--- config.mk ---
export PLATFORM = sky130hd
export DESIGN_NAME = alu_cmd_sequencer
export DESIGN_NICKNAME = d
export VERILOG_FILES = /design/src/rtl/alu_cmd_sequencer.sv
export SDC_FILE = /design/constraint.sdc
export NUM_CORES = 1
export LEC_CHECK = 0
export ABC_AREA = 1
export CAP_MARGIN = 25
export CORE_AREA = 3 3 142 144
export CTS_BUF_LIST = sky130_fd_sc_hd__clkbuf_16
export CTS_CLUSTER_DIAMETER = 120
export DETAILED_ROUTE_END_ITERATION = 8
export DIE_AREA = 0 0 145 147
export PLACE_DENSITY = 0.81
export SLEW_MARGIN = 10
export SYNTH_ARGS = -nofsm -noshare
export SYNTH_HDL_FRONTEND = slang
export SYNTH_SLANG_ARGS = --single-unit
export TNS_END_PERCENT = 30
--- constraint.sdc ---
create_clock -name clk -period 3.5 [get_ports clk]
set_clock_uncertainty 0.15 [all_clocks]
set_input_delay 0.35 -clock clk [delete_from_list [all_inputs] [get_ports clk]]
set_output_delay 0.35 -clock clk [all_outputs]
set_load 0.01 [all_outputs]
--- src/rtl/alu_cmd_sequencer.sv ---
// Command FIFO + issue/result pipeline feeding a 16-bit ALU, with result chaining.
// Optional divide-by-zero guard: define ALU_DIVZERO_GUARD_EN.
module alu_cmd_sequencer #(
   parameter int unsigned W     = 16,
   parameter int unsigned DEPTH = 4,
   parameter int unsigned CW    = $clog2(DEPTH) + 1
) (
   input  logic          clk,
   input  logic          clear,
   input  logic          cmd_valid,
   output logic          cmd_ready,
   input  logic [3:0]    cmd_opcode,
   input  logic [W-1:0]  cmd_a,
   input  logic [W-1:0]  cmd_b,
   input  logic          cmd_chain,
   output logic [W-1:0]  alu_input1,
   output logic [W-1:0]  alu_input2,
   output logic [3:0]    alu_opcode,
   input  logic [W-1:0]  alu_out,
   output logic          res_valid,
   input  logic          res_ready,
   output logic [W-1:0]  res_data,
   output logic [3:0]    res_opcode,
`ifdef ALU_DIVZERO_GUARD_EN
   output logic          err_divzero,
`endif
   output logic [CW-1:0] fifo_count,
   output logic          busy
);

   localparam int unsigned AW = $clog2(DEPTH);
   localparam logic [3:0] OP_NOOP  = 4'd0;
`ifdef ALU_DIVZERO_GUARD_EN
   localparam logic [3:0] OP_DIV   = 4'd4;
   localparam logic [3:0] OP_RESET = 4'd15;
`endif

   typedef struct packed {
      logic [3:0]   opcode;
      logic [W-1:0] a;
      logic [W-1:0] b;
      logic         chain;
   } cmd_t;

   cmd_t          mem [DEPTH];
   logic [AW-1:0] wr_ptr;
   logic [AW-1:0] rd_ptr;
   logic [CW-1:0] count;
   cmd_t          iss;
   logic          iss_valid;
   logic [W-1:0]  last_result;

   logic full;
   logic empty;
   logic push;
   logic pop;
   logic adv_res;

   assign full       = (count == CW'(DEPTH));
   assign empty      = (count == '0);
   assign cmd_ready  = !full;
   assign push       = cmd_valid && !full;
   assign adv_res    = iss_valid && (!res_valid || res_ready);
   assign pop        = !empty && (!iss_valid || adv_res);
   assign fifo_count = count;
   assign busy       = !empty || iss_valid || res_valid;

`ifdef ALU_DIVZERO_GUARD_EN
   logic div_zero;
   assign div_zero = (iss.opcode == OP_DIV) && (iss.b == '0);
`endif

   // FIFO storage; contents need no reset since pointers gate visibility
   always_ff @(posedge clk) begin
      if (push && !clear) begin
         mem[wr_ptr] <= '{opcode: cmd_opcode, a: cmd_a, b: cmd_b, chain: cmd_chain};
      end
   end

   // FIFO pointers/count and issue register
   always_ff @(posedge clk) begin
      if (clear) begin
         wr_ptr    <= '0;
         rd_ptr    <= '0;
         count     <= '0;
         iss       <= '0;
         iss_valid <= 1'b0;
      end else begin
         if (push) begin
            wr_ptr <= wr_ptr + AW'(1);
         end
         if (pop) begin
            rd_ptr <= rd_ptr + AW'(1);
         end
         if (push && !pop) begin
            count <= count + CW'(1);
         end else if (pop && !push) begin
            count <= count - CW'(1);
         end
         if (pop) begin
            iss       <= mem[rd_ptr];
            iss_valid <= 1'b1;
         end else if (adv_res) begin
            iss_valid <= 1'b0;
         end
      end
   end

   // Result register; last_result feeds chained commands
   always_ff @(posedge clk) begin
      if (clear) begin
         res_valid   <= 1'b0;
         res_data    <= '0;
         res_opcode  <= '0;
         last_result <= '0;
`ifdef ALU_DIVZERO_GUARD_EN
         err_divzero <= 1'b0;
`endif
      end else if (adv_res) begin
         res_valid   <= 1'b1;
         res_data    <= alu_out;
         res_opcode  <= iss.opcode;
         last_result <= alu_out;
`ifdef ALU_DIVZERO_GUARD_EN
         err_divzero <= div_zero;
`endif
      end else if (res_valid && res_ready) begin
         res_valid <= 1'b0;
      end
   end

   // ALU drive: idle shows NOOP with zero operands; a held issue keeps inputs stable
   always_comb begin
      alu_opcode = OP_NOOP;
      alu_input1 = '0;
      alu_input2 = '0;
      if (iss_valid) begin
         alu_opcode = iss.opcode;
         alu_input2 = iss.b;
         alu_input1 = iss.chain ? last_result : iss.a;
`ifdef ALU_DIVZERO_GUARD_EN
         if (div_zero) begin
            alu_opcode = OP_RESET;
         end
`endif
      end
   end

endmodule
After elaboration in Yosys (flattened, before gate mapping)

Memory sizes are Yosys's and may differ from the RTL's. A register that Yosys moved wholly into a read port is not among the register bits.
Cells that the tools add are included.

Bits in registers: 29
Memory bits (writable): 148
Input bits: 57
Logic and storage cells: 47
Memories: 1

$add $sub $neg: 4
Equality and inequality tests: 1
Muxes and demuxes: 12
Reduce and logical (&&, ||, !) cells: 22

Memory list:

| memory | words | width | rd ports | clocked after Yosys merged registers in | write ports | line | RTL |
|---|---|---|---|---|---|---|---|
| mem    | 4     | 37    | 1        | 1                                       | 1           | 45   | `cmd_t mem [DEPTH];` |

Operator list:

| cell                                                               | number |
|---|---|
| 16-bit two-way mux                                                 | 3 |
| 1-bit logical AND                                                  | 7 |
| 1-bit zero test                                                    | 7 |
| 1-bit two-way mux                                                  | 6 |
| 3-bit two-way mux                                                  | 2 |
| 2-bit nonzero test                                                 | 3 |
| 2-bit by 1-bit adder with 2-bit output, second input constant      | 2 |
| 1-bit logical OR                                                   | 4 |
| 4-bit two-way mux                                                  | 1 |
| 3-bit by 1-bit adder with 3-bit output, second input constant      | 1 |
| 3-bit == test, second input constant                               | 1 |
| 3-bit zero test                                                    | 1 |
| 3-bit by 1-bit subtractor with 3-bit output, second input constant | 1 |

Logic depth before layout (Yosys ltp)

Gate-level depths: netlist of the first run.

Depth after elaboration: 8
Depth in mapped cells: 13
Depth with buffers taken out: 12

Worst setup path before layout of the first run

OpenSTA, ideal clock, no wires.

Path kind: reg2reg
Start: register count[0] (netlist: fifo_count[0])
End: memory mem[0][0] (netlist name) (enable)
Library setup time: 431 ps
Data arrival time: 2,491 ps
Required time: 2,919 ps
Path slack: 428 ps
Stages on the path, launching flop included: 5
Path buffers: 0
Period minus slack after synthesis: 3,072 ps
Cell sequence: dfxtp_1 -> nor2_2 -> a21boi_1 -> nand2_1 -> nor2_1

Cells in the longest elaborated chain, start to end: 6

Ends and longest elaborated chain:

| item                                    | line | RTL |
|---|---|---|
| start, declared                         | 48   | `logic [CW-1:0] count;` |
| start signal, assigned                  | 96   | `count <= count + CW'(1);` |
| start signal, assigned                  | 98   | `count <= count - CW'(1);` |
| 3-bit == test                           | 59   | `assign full = (count == CW'(DEPTH));` |
| 1-bit zero test                         | 62   | `assign push = cmd_valid && !full;` |
| 1-bit logical AND                       | 62   |  |
| named net push                          | 55   | `logic push;` |
| 1-bit logical AND                       | 75   | `if (push && !clear) begin` |
| 1-bit two-way mux                       | 75   |  |
| 1-bit two-way mux (implied by the code) | 76   | `mem[wr_ptr] <= '{opcode: cmd_opcode, a: cmd_a, b: cmd_b, chain: cmd_chain};` |
| end, declared                           | 45   |  |

The timed path passes the listed nets, and every way through them passes these cells.

Final worst setup path of the first run

Start: register iss[0] (netlist name)
End: output port alu_input1[14]

Cells in the longest elaborated chain, start to end: 2

Ends and longest elaborated chain:

| item               | line | RTL |
|---|---|---|
| 16-bit two-way mux | 140  | `alu_input1 = iss.chain ? last_result : iss.a;` |
| 16-bit two-way mux | 137  | `if (iss_valid) begin` |
| end, declared      | 16   | `output logic [W-1:0] alu_input1,` |

No other way between the ends.

==> results of run 1 <==
==> where the power goes <==
group / internal, mW / switching [mW] / total (mW)
Sequential: 3.09 / 0.247 / 3.33
Clock: 1.25 / 0.908 / 2.16
Combinational: 1.07 / 1.76 / 2.82
==> worst max path at each step <==
stage | startpoint | endpoint | slack [ps] | cells after the start
floorplan | fifo_count[0] | mem[0][0] | 430 | 4
global placement | cmd_valid | mem[2][33] | 820 | 5
detailed placement | cmd_valid | mem[2][1] | 780 | 5
CTS | iss[0] | alu_input1[14] | 540 | 4
global route | iss[0] | alu_input1[13] | 390 | 4
finish | iss[0] | alu_input1[14] | 590 | 4
==> cells by family after synthesis <==
group	synth area share, %
xor+xnor	0.0946
fa+ha+maj	0.892
flops	62.3
simple gates	21.7
buf+inv	11.8
compound gates	3.16
==> critical path: stages, from the launching register on <==
cell,delay (ps)
dfxtp_1,300
inv_1,670
o21ai_0,160
a21oi_1,180
clkdlybuf4s50_1,590
==> through the flow <==
step | utilization, % | instance area (um2) | hold slack [ps]
2_1_floorplan | - | 9260 | 269
3_3_place_gp | 56.4 | 10600 | 319
3_5_place_dp | 56.4 | 10600 | 325
4_1_cts | 60.0 | 11300 | 315
5_1_grt | 60.0 | 11300 | 339
6_report | 60.0 | 11300 | 333
==> cells in the final DEF (no fill, tap or decap), types with 4 or more instances in the layout <==
master | netlist | routed
clkinv_1 | 1 | 6
edfxtp_1 | 148 | 148
inv_1 | 217 | 226
nor2_1 | 127 | 123
dfxtp_1 | 66 | 63
buf_4 | 6 | 10
nand3_1 | 79 | 79
ha_1 | 5 | 5
a21oi_1 | 20 | 20
clkbuf_16 | 0 | 23
o21ai_0 | 37 | 37
clkdlybuf4s50_1 | 0 | 118
nor2_4 | 0 | 4
nand2_1 | 294 | 294
==> per-layer routing <==
layer,part of all wire [%],up-vias,GRT usage (%)
met5,0,-,0
met4,2.2,0,5.61
met3,5.9,34,2.65
met2,50,185,32.7
met1,42,3071,23.1
li1,-,3419,-
==> flip-flops by register name (all words and copies together), names as in the netlist <==
register     flops
last_result     16
fifo_count       3
iss_valid        1
mem            148
rd_ptr           2
res_opcode       4
wr_ptr           2
iss             37
res_valid        1
==> area by class of cell <==
class                   count  area (um2)  area share [%]
flip-flops and latches    214        5770            51.1
inverters                 220         828            7.33
multi-input cells         570        2430            21.5
clock inverters            17        91.3           0.809
well taps                 260         325            2.88
clock buffers              23         576            5.10
repair buffers            129        1280            11.3
==> run summary, run 1 <==
Setup TNS: 0 ps
Post-CTS Resized: 0
Via Count: 6,709
PortBufs: 118
Final hold vios: 0
FF+latch count, synth: 214
Status: completed
Hold Path End: res_opcode[2]
Vias in the first global route: 6,537
Critical path required time: 3000 ps
Boundary Pins: 119
# setup viols final: 0
RD Place Congestion: 0.777
Root Driver: clkbuf_16
Clock slew seen by the registers of the worst setup and hold paths: 60 ps
Clock insertion delay at the later pin of the skew report: 510 ps
Pre-CTS worst setup slack: 779 ps
TritonCTS Buffers: 22
Reg2Reg Depth: 5
Primary FF master, synth: edfxtp_1
Synth top area share: 48.0%
Hold bufs inserted after CTS: 0
H-tree depth: 1
RSZ-0062 raised after global routing: false
CP Max Fanout: 33
Asr flop ratio synth: 0%
Initial drt markers: 419
Core area: 18,800 um2
Die area: 21,300 um2
Power after layout: 8.31 mW
First-pass GRT wire length: 32.2 mm
Die Ht: 147 um
Pleak: 5.14 nW
MaxCap Viol Count: 0
Post-synth top cells: nand2_1 (294), inv_1 (217), edfxtp_1 (148)
Chip width: 145 um
Peak VDD IR: 0.375 mV
Non-filler cells, final: 1,433
Dpl cells: 1,393
Critical path arrival: 2410 ps
P&R area growth vs syn: 22.0%
Net count after synthesis: 1,117
# fillers: 1,497
Average cell area after synthesis: 8.78 um2
Fmax: 0.343 GHz
Ys Warns: 0
RR Endpoint: mem[2][1]
DRT antenna net count: 0
Hold path startpoint: res_opcode[2]
Fin crit period: 2910 ps
Slew HR: 37.5%
Gate Count Post-Synth: 1,054
Pins Over Slew Limit: 0
Largest net degree at the start of global routing: 78
WHS Path Cells: 2
Synthesized area: 9260 um2
Final net count: 1,220
Setup CP Type: register to output pin
Reg2Reg Setup Slack: 1070 ps
Layout cell share with drive strength beyond 1: 4.18%
Sequential share of the synthesized area: 62.3%
CTS tree: built
Area contributors post-synth: edfxtp_1 (48%), dfxtp_1 (14%), nand2_1 (12%)
CP Launch Type: register
Post-synth top area cell: edfxtp_1
Worst flop-to-flop path startpoint: fifo_count[0]
Count of cell types in the netlist: 24
CTS Buffer Depth: 3
Setup crit end kind: output pin
Antenna Cells: 0
Count leader, synth: nand2_1
Dpl hpwl: 12.4 mm
Hold Path Class: register to register
Slew @ Worst Pin: 936 ps
First-pass DRT Iterations: 5
Initial Util: 49.2%
WL final: 19.9 mm
Gr ovfl total: 0
CTS sink count: 214
Final worst slack: 587 ps
GRT Util Overall: 18.3%
Pwr dens: 736 nW/um2
Std-Cell Rows: 50
WL/cell: 13.9 um
Post-synth EDFFs: 148
Number of remaining DRC errors: 0
Initial antenna violation count: 0
Period utilization: 83.2%
Via density per instance: 4.68
Setup bufs post-CTS: 0
Note: power is estimated with default switching activity, not from simulation.
==> run 2, diff against run 1 <==
==> constraint.sdc (replaced) <==
create_clock -name clk -period 3.03 [get_ports clk]
set_clock_uncertainty 0.15 [all_clocks]
set_input_delay 0.303 -clock clk [delete_from_list [all_inputs] [get_ports clk]]
set_output_delay 0.303 -clock clk [all_outputs]
set_load 0.01 [all_outputs]
==> run summary, run 2 (synthesized netlist as in run 1, its figures left out) <==
Status: completed (unchanged)
Critical path arrival: 2010 ps (was 2410 ps)
Root Driver: clkbuf_16 (unchanged)
# fillers: 1,509 (was 1,497)
Pleak: 5.19 nW (was 5.14 nW)
Via density per instance: 4.69 (was 4.68)
Gr ovfl total: 0 (unchanged)
Boundary Pins: 119 (unchanged)
WHS Path Cells: 1 (was 2)
Period utilization: 81.1%
Dpl cells: 1,396 (was 1,393)
Layout cell share with drive strength beyond 1: 5.02% (was 4.18%)
Final net count: 1,223 (was 1,220)
Hold Path End: mem[1][26] (was res_opcode[2])
RR Endpoint: fifo_count[2] (was mem[2][1])
Number of remaining DRC errors: 0 (unchanged)
Initial Util: 49.2% (unchanged)
Worst flop-to-flop path startpoint: iss_valid (was fifo_count[0])
GRT Util Overall: 18.3% (about the same)
Fmax: 0.407 GHz
Std-Cell Rows: 50 (unchanged)
Largest net degree at the start of global routing: 78 (unchanged)
PortBufs: 118 (unchanged)
Pwr dens: 865 nW/um2 (was 736 nW/um2)
Reg2Reg Depth: 11 (was 5)
Initial drt markers: 542 (was 419)
Biggest register: mem (unchanged)
Slew @ Worst Pin: 783 ps (was 936 ps)
Hold path startpoint: cmd_a[9] (was res_opcode[2])
Setup CP Type: register to output pin (unchanged)
Multi-input gate area: 2430 um2 (unchanged)
Most frequent cells in the layout: nand2_1 (294), inv_1 (223), edfxtp_1 (148), nor2_1 (123), clkdlybuf4s50_1 (118) (was nand2_1 (294), inv_1 (226), edfxtp_1 (148), nor2_1 (123), clkdlybuf4s50_1 (118))
Commonest non-fill, non-tap cell in the layout: nand2_1 (unchanged)
Pins Over Slew Limit: 0 (unchanged)
MaxCap Viol Count: 0 (unchanged)
Chip width: 145 um (unchanged)
# setup viols final: 0 (unchanged)
Fin crit period: 2460 ps
Reg2Reg Setup Slack: 860 ps (was 1070 ps)
Leading registers by flop count: mem x148, iss x37, last_result x16 (unchanged)
CP Max Fanout: 4 (was 33)
Clock insertion delay at the later pin of the skew report: 500 ps (was 510 ps)
Vias in the first global route: 6,581 (was 6,537)
Post-CTS Resized: 0 (unchanged)
DRT antenna net count: 0 (unchanged)
CTS sink count: 214 (unchanged)
Final hold vios: 0 (unchanged)
TritonCTS Buffers: 22 (unchanged)
RD Place Congestion: 0.796 (was 0.777)
Fin util: 60.7% (was 60.0%)
Max FFs per register: 148 (unchanged)
CTS Buffer Depth: 3 (unchanged)
Seq. cell area: 5770 um2 (unchanged)
First-pass GRT wire length: 32.3 mm (was 32.2 mm)
Hold Path Class: input port to register (was register to register)
Die Ht: 147 um (unchanged)
P&R area growth vs syn: 23.5% (was 22.0%)
Hold bufs inserted after CTS: 0 (unchanged)
Clock slew seen by the registers of the worst setup and hold paths: 60 ps (about the same)
Core area: 18,800 um2 (unchanged)
Initial antenna violation count: 0 (unchanged)
Setup crit end kind: output pin (unchanged)
Peak VDD IR: 0.415 mV (was 0.375 mV)
RSZ-0062 raised after global routing: false (unchanged)
CP Launch Type: register (unchanged)
H-tree depth: 1 (unchanged)
Die area: 21,300 um2 (unchanged)
First-pass DRT Iterations: 5 (unchanged)
Dpl hpwl: 12.2 mm (was 12.4 mm)
Slew HR: 47.8% (was 37.5%)
WL final: 19.7 mm (was 19.9 mm)
Via Count: 6,741 (was 6,709)
Non-filler cells, final: 1,436 (was 1,433)
Critical path required time: 2580 ps (was 3000 ps)
CTS tree: built (unchanged)
Setup bufs post-CTS: 0 (unchanged)
Antenna Cells: 0 (unchanged)
WL/cell: 13.7 um (was 13.9 um)
==> run 2: power breakdown <==
| group | total (mW) | switching, mW | leakage (nW) | internal [mW] |
|---|---|---|---|---|
| logic | 3.33 | 2.07 | 2.90 | 1.26 |
| clock network | 2.76 | 1.05 | 0.395 | 1.71 |
| registers | 3.81 | 0.243 | 1.89 | 3.56 |
==> run 2: area by class of cell <==
class / instances / share of cell area, %
Timing Repair Buffer: 132 / 11.7
Tap cell: 260 / 2.84
Inverter: 220 / 7.24
Sequential cell: 214 / 50.4
Clock buffer: 23 / 5.03
Multi-Input combinational cell: 570 / 21.2
Clock inverter: 17 / 1.52
==> run 2: worst max-delay path by stage <==
stage	endpoint	slack, ps	cells after the start	from
2_1_floorplan	mem[0][0]	-40	4	fifo_count[0]
3_3_place_gp	fifo_count[2]	680	11	cmd_valid
4_1_cts	busy	550	4	fifo_count[0]
5_1_grt	alu_input1[15]	430	5	iss[0]
3_5_place_dp	fifo_count[2]	620	10	cmd_valid
6_report	busy	570	4	fifo_count[0]
==> run 2: worst max-delay path: stages, from the launching register on <==
cell and delay, ps:
dfxtp_1 370, nor2_2 200, nand2_2 120, or3_1 320
clkdlybuf4s50_1 500
==> run 2: per-stage QoR <==
step,power [mW],instance area (um2),worst slack [ps],TNS [ps],hold WS [ps]
floorplan,6.13,9260,-42.0,-6210,222
global placement,7.10,10700,679,0,313
detailed placement,7.20,10700,623,0,319
CTS,9.98,11400,551,0,276
global route,10.6,11400,434,0,285
finish,9.89,11400,572,0,288
==> run 2: layer usage <==
metal	wire length (um)	global-route usage (%)
met1	8310	22.9
met2	9780	33.0
met3	1270	2.96
met4	320	4.99
met5	0	0
==> run 3, diff against run 2 <==
==> constraint.sdc (replaced) <==
create_clock -name clk -period 2.4 [get_ports clk]
set_clock_uncertainty 0.15 [all_clocks]
set_input_delay 0.24 -clock clk [delete_from_list [all_inputs] [get_ports clk]]
set_output_delay 0.24 -clock clk [all_outputs]
set_load 0.01 [all_outputs]
==> run summary, run 3 (synthesized netlist as in run 1, its figures left out) <==
Dpl cells: 1,404 (was 1,396)
Peak VDD IR: 0.584 mV (was 0.415 mV)
RR Endpoint: mem[2][25] (was fifo_count[2])
First-pass GRT wire length: 33.3 mm (was 32.3 mm)
Placed inst area: 10,800 um2 (was 10,700 um2)
CTS Buffer Depth: 3 (unchanged)
Die area: 21,300 um2 (unchanged)
Initial Util: 49.2% (unchanged)
WP buf/inv: 2 (was 1)
Via density per instance: 4.71 (was 4.69)
CTS tree: built (unchanged)
Period utilization: 96.0%
Boundary Pins: 119 (unchanged)
Reg2Reg Depth: 5 (was 11)
Most frequent cells in the layout: nand2_1 (294), inv_1 (220), edfxtp_1 (148), nor2_1 (123), clkdlybuf4s50_1 (117) (was nand2_1 (294), inv_1 (223), edfxtp_1 (148), nor2_1 (123), clkdlybuf4s50_1 (118))
Dpl hpwl: 12.8 mm (was 12.2 mm)
First-pass DRT Iterations: 4 (was 5)
GRT Util Overall: 18.9% (was 18.3%)
Setup crit end kind: output pin (unchanged)
CP cell instances: buf_8 -> o21ai_0 -> a21oi_1 -> clkdlybuf4s50_1 (was nor2_2 -> nand2_2 -> or3_1 -> clkdlybuf4s50_1)
PortBufs: 118 (unchanged)
Largest net degree at the start of global routing: 78 (unchanged)
Via Count: 6,816 (was 6,741)
Leading registers by flop count: mem x148, iss x37, last_result x16 (unchanged)
Worst Setup EP: alu_input1[2] (was busy)
Chip width: 145 um (unchanged)
WL/cell: 14.1 um (was 13.7 um)
CP Launch Point: iss_valid (was fifo_count[0])
RSZ-0062 raised after global routing: false (unchanged)
Clock slew seen by the registers of the worst setup and hold paths: 60 ps (about the same)
Pins Over Slew Limit: 0 (unchanged)
Worst flop-to-flop path startpoint: fifo_count[0] (was iss_valid)
Hold bufs inserted after CTS: 0 (unchanged)
Clock insertion delay at the later pin of the skew report: 500 ps (about the same)
Pwr dens: 1110 nW/um2 (was 865 nW/um2)
Final Cell Area: 11,600 um2 (was 11,400 um2)
Final worst slack: 95.4 ps (was 572 ps)
Critical path's top delay family: buffers and inverters (was simple AND/OR/NAND/NOR gates)
Setup TNS: 0 ps (unchanged)
TritonCTS Buffers: 22 (unchanged)
P&R area growth vs syn: 25.2% (was 23.5%)
CP Launch Type: register (unchanged)
Pre-CTS worst setup slack: 67.5 ps (was 623 ps)
Slew HR: 42.9% (was 47.8%)
Largest stage delay, worst path: 560 ps (was 500 ps)
Number of cells on the critical path: 4 (unchanged)
Max FFs per register: 148 (unchanged)
WL final: 20.4 mm (was 19.7 mm)
H-tree depth: 1 (unchanged)
Fin crit period: 2300 ps
Fmax: 0.434 GHz
# setup viols final: 0 (unchanged)
Gr ovfl total: 0 (unchanged)
Reg2Reg Setup Slack: 360 ps (was 860 ps)
Non-filler cells, final: 1,447 (was 1,436)
MaxCap Viol Count: 0 (unchanged)
Initial antenna violation count: 4 (was 0)
Final hold vios: 0 (unchanged)
Initial drt markers: 461 (was 542)
DRT antenna net count: 0 (unchanged)
# fillers: 1,527 (was 1,509)
Critical path arrival: 1910 ps (was 2010 ps)
Std-Cell Rows: 50 (unchanged)
Die Ht: 147 um (unchanged)
Slew @ Worst Pin: 856 ps (was 783 ps)
Layout cell share with drive strength beyond 1: 5.83% (was 5.02%)
Number of remaining DRC errors: 0 (unchanged)
Status: completed (unchanged)
Setup CP Type: register to output pin (unchanged)
CP Max Fanout: 24 (was 4)
Hold slack: 220 ps (was 288 ps)
Worst path slowest cell: clkdlybuf4s50_1 (unchanged)
CTS sink count: 214 (unchanged)
Critical path required time: 2010 ps (was 2580 ps)
Root Driver: clkbuf_16 (unchanged)
RD Place Congestion: 0.785 (was 0.796)
Pleak: 5.25 nW (was 5.19 nW)
Vias in the first global route: 6,727 (was 6,581)
Hold Path Class: input port to register (unchanged)
Biggest register: mem (unchanged)
Core area: 18,800 um2 (unchanged)
Final net count: 1,231 (was 1,223)
Commonest non-fill, non-tap cell in the layout: nand2_1 (unchanged)
-- run 3: worst min path at each step --
stage | depth (start not counted) | slack, ps | from | endpoint
5_1_grt | 1 | 220 | cmd_a[10] | mem[3][27]
4_1_cts | 1 | 200 | cmd_a[2] | mem[2][19]
3_5_place_dp | 2 | 330 | res_opcode[1] | res_opcode[1]
6_report | 1 | 220 | cmd_b[4] | mem[0][5]
3_3_place_gp | 2 | 310 | res_opcode[1] | res_opcode[1]
2_1_floorplan | 1 | 160 | clear | iss_valid
-- run 3: repair_timing --
| item | 4_1_cts | 5_1_grt |
|---|---|---|
| resized for setup | 3 | 3 |
| endpoints found under the setup margin | 4 | 5 |
| endpoints found under the hold margin | 0 | 0 |
| setup buffers | 0 | 0 |
-- run 3: per-stage QoR --
| step | total power [mW] | utilization [%] |
|---|---|---|
| after floorplan | 7.74 | - |
| after global placement | 9.05 | 57.1 |
| after detailed placement | 9.20 | 57.1 |
| after CTS | 13.0 | 61.5 |
| after global routing | 13.8 | 61.6 |
| final | 12.9 | 61.6 |
-- run 3: cell type report --
class	count	area, um2	share of cell area [%]
sequential	214	5770	49.8
multi-input combinational	570	2430	20.9
timing repair buffer	140	1430	12.3
inverter	220	828	7.15
clock buffer	23	576	4.96
tap	260	325	2.81
clock inverter	17	233	2.01
antenna	3	7.51	0.0648
-- run 3: report_power, final --
part / internal (mW) / switching [mW] / leakage, nW
logic: 1.67 / 2.73 / 2.96
clock network: 2.38 / 1.37 / 0.403
registers: 4.50 / 0.259 / 1.89
-- run 3: metal layers --
| layer | vias to the layer above | routed length [um] | track usage, % |
|---|---|---|---|
| met5 | - | 13 | 0 |
| met2 | 231 | 9560 | 32.1 |
| met1 | 3092 | 8850 | 24.1 |
| met4 | 2 | 620 | 7.51 |
| li1 | 3447 | - | - |
| met3 | 44 | 1370 | 3.70 |
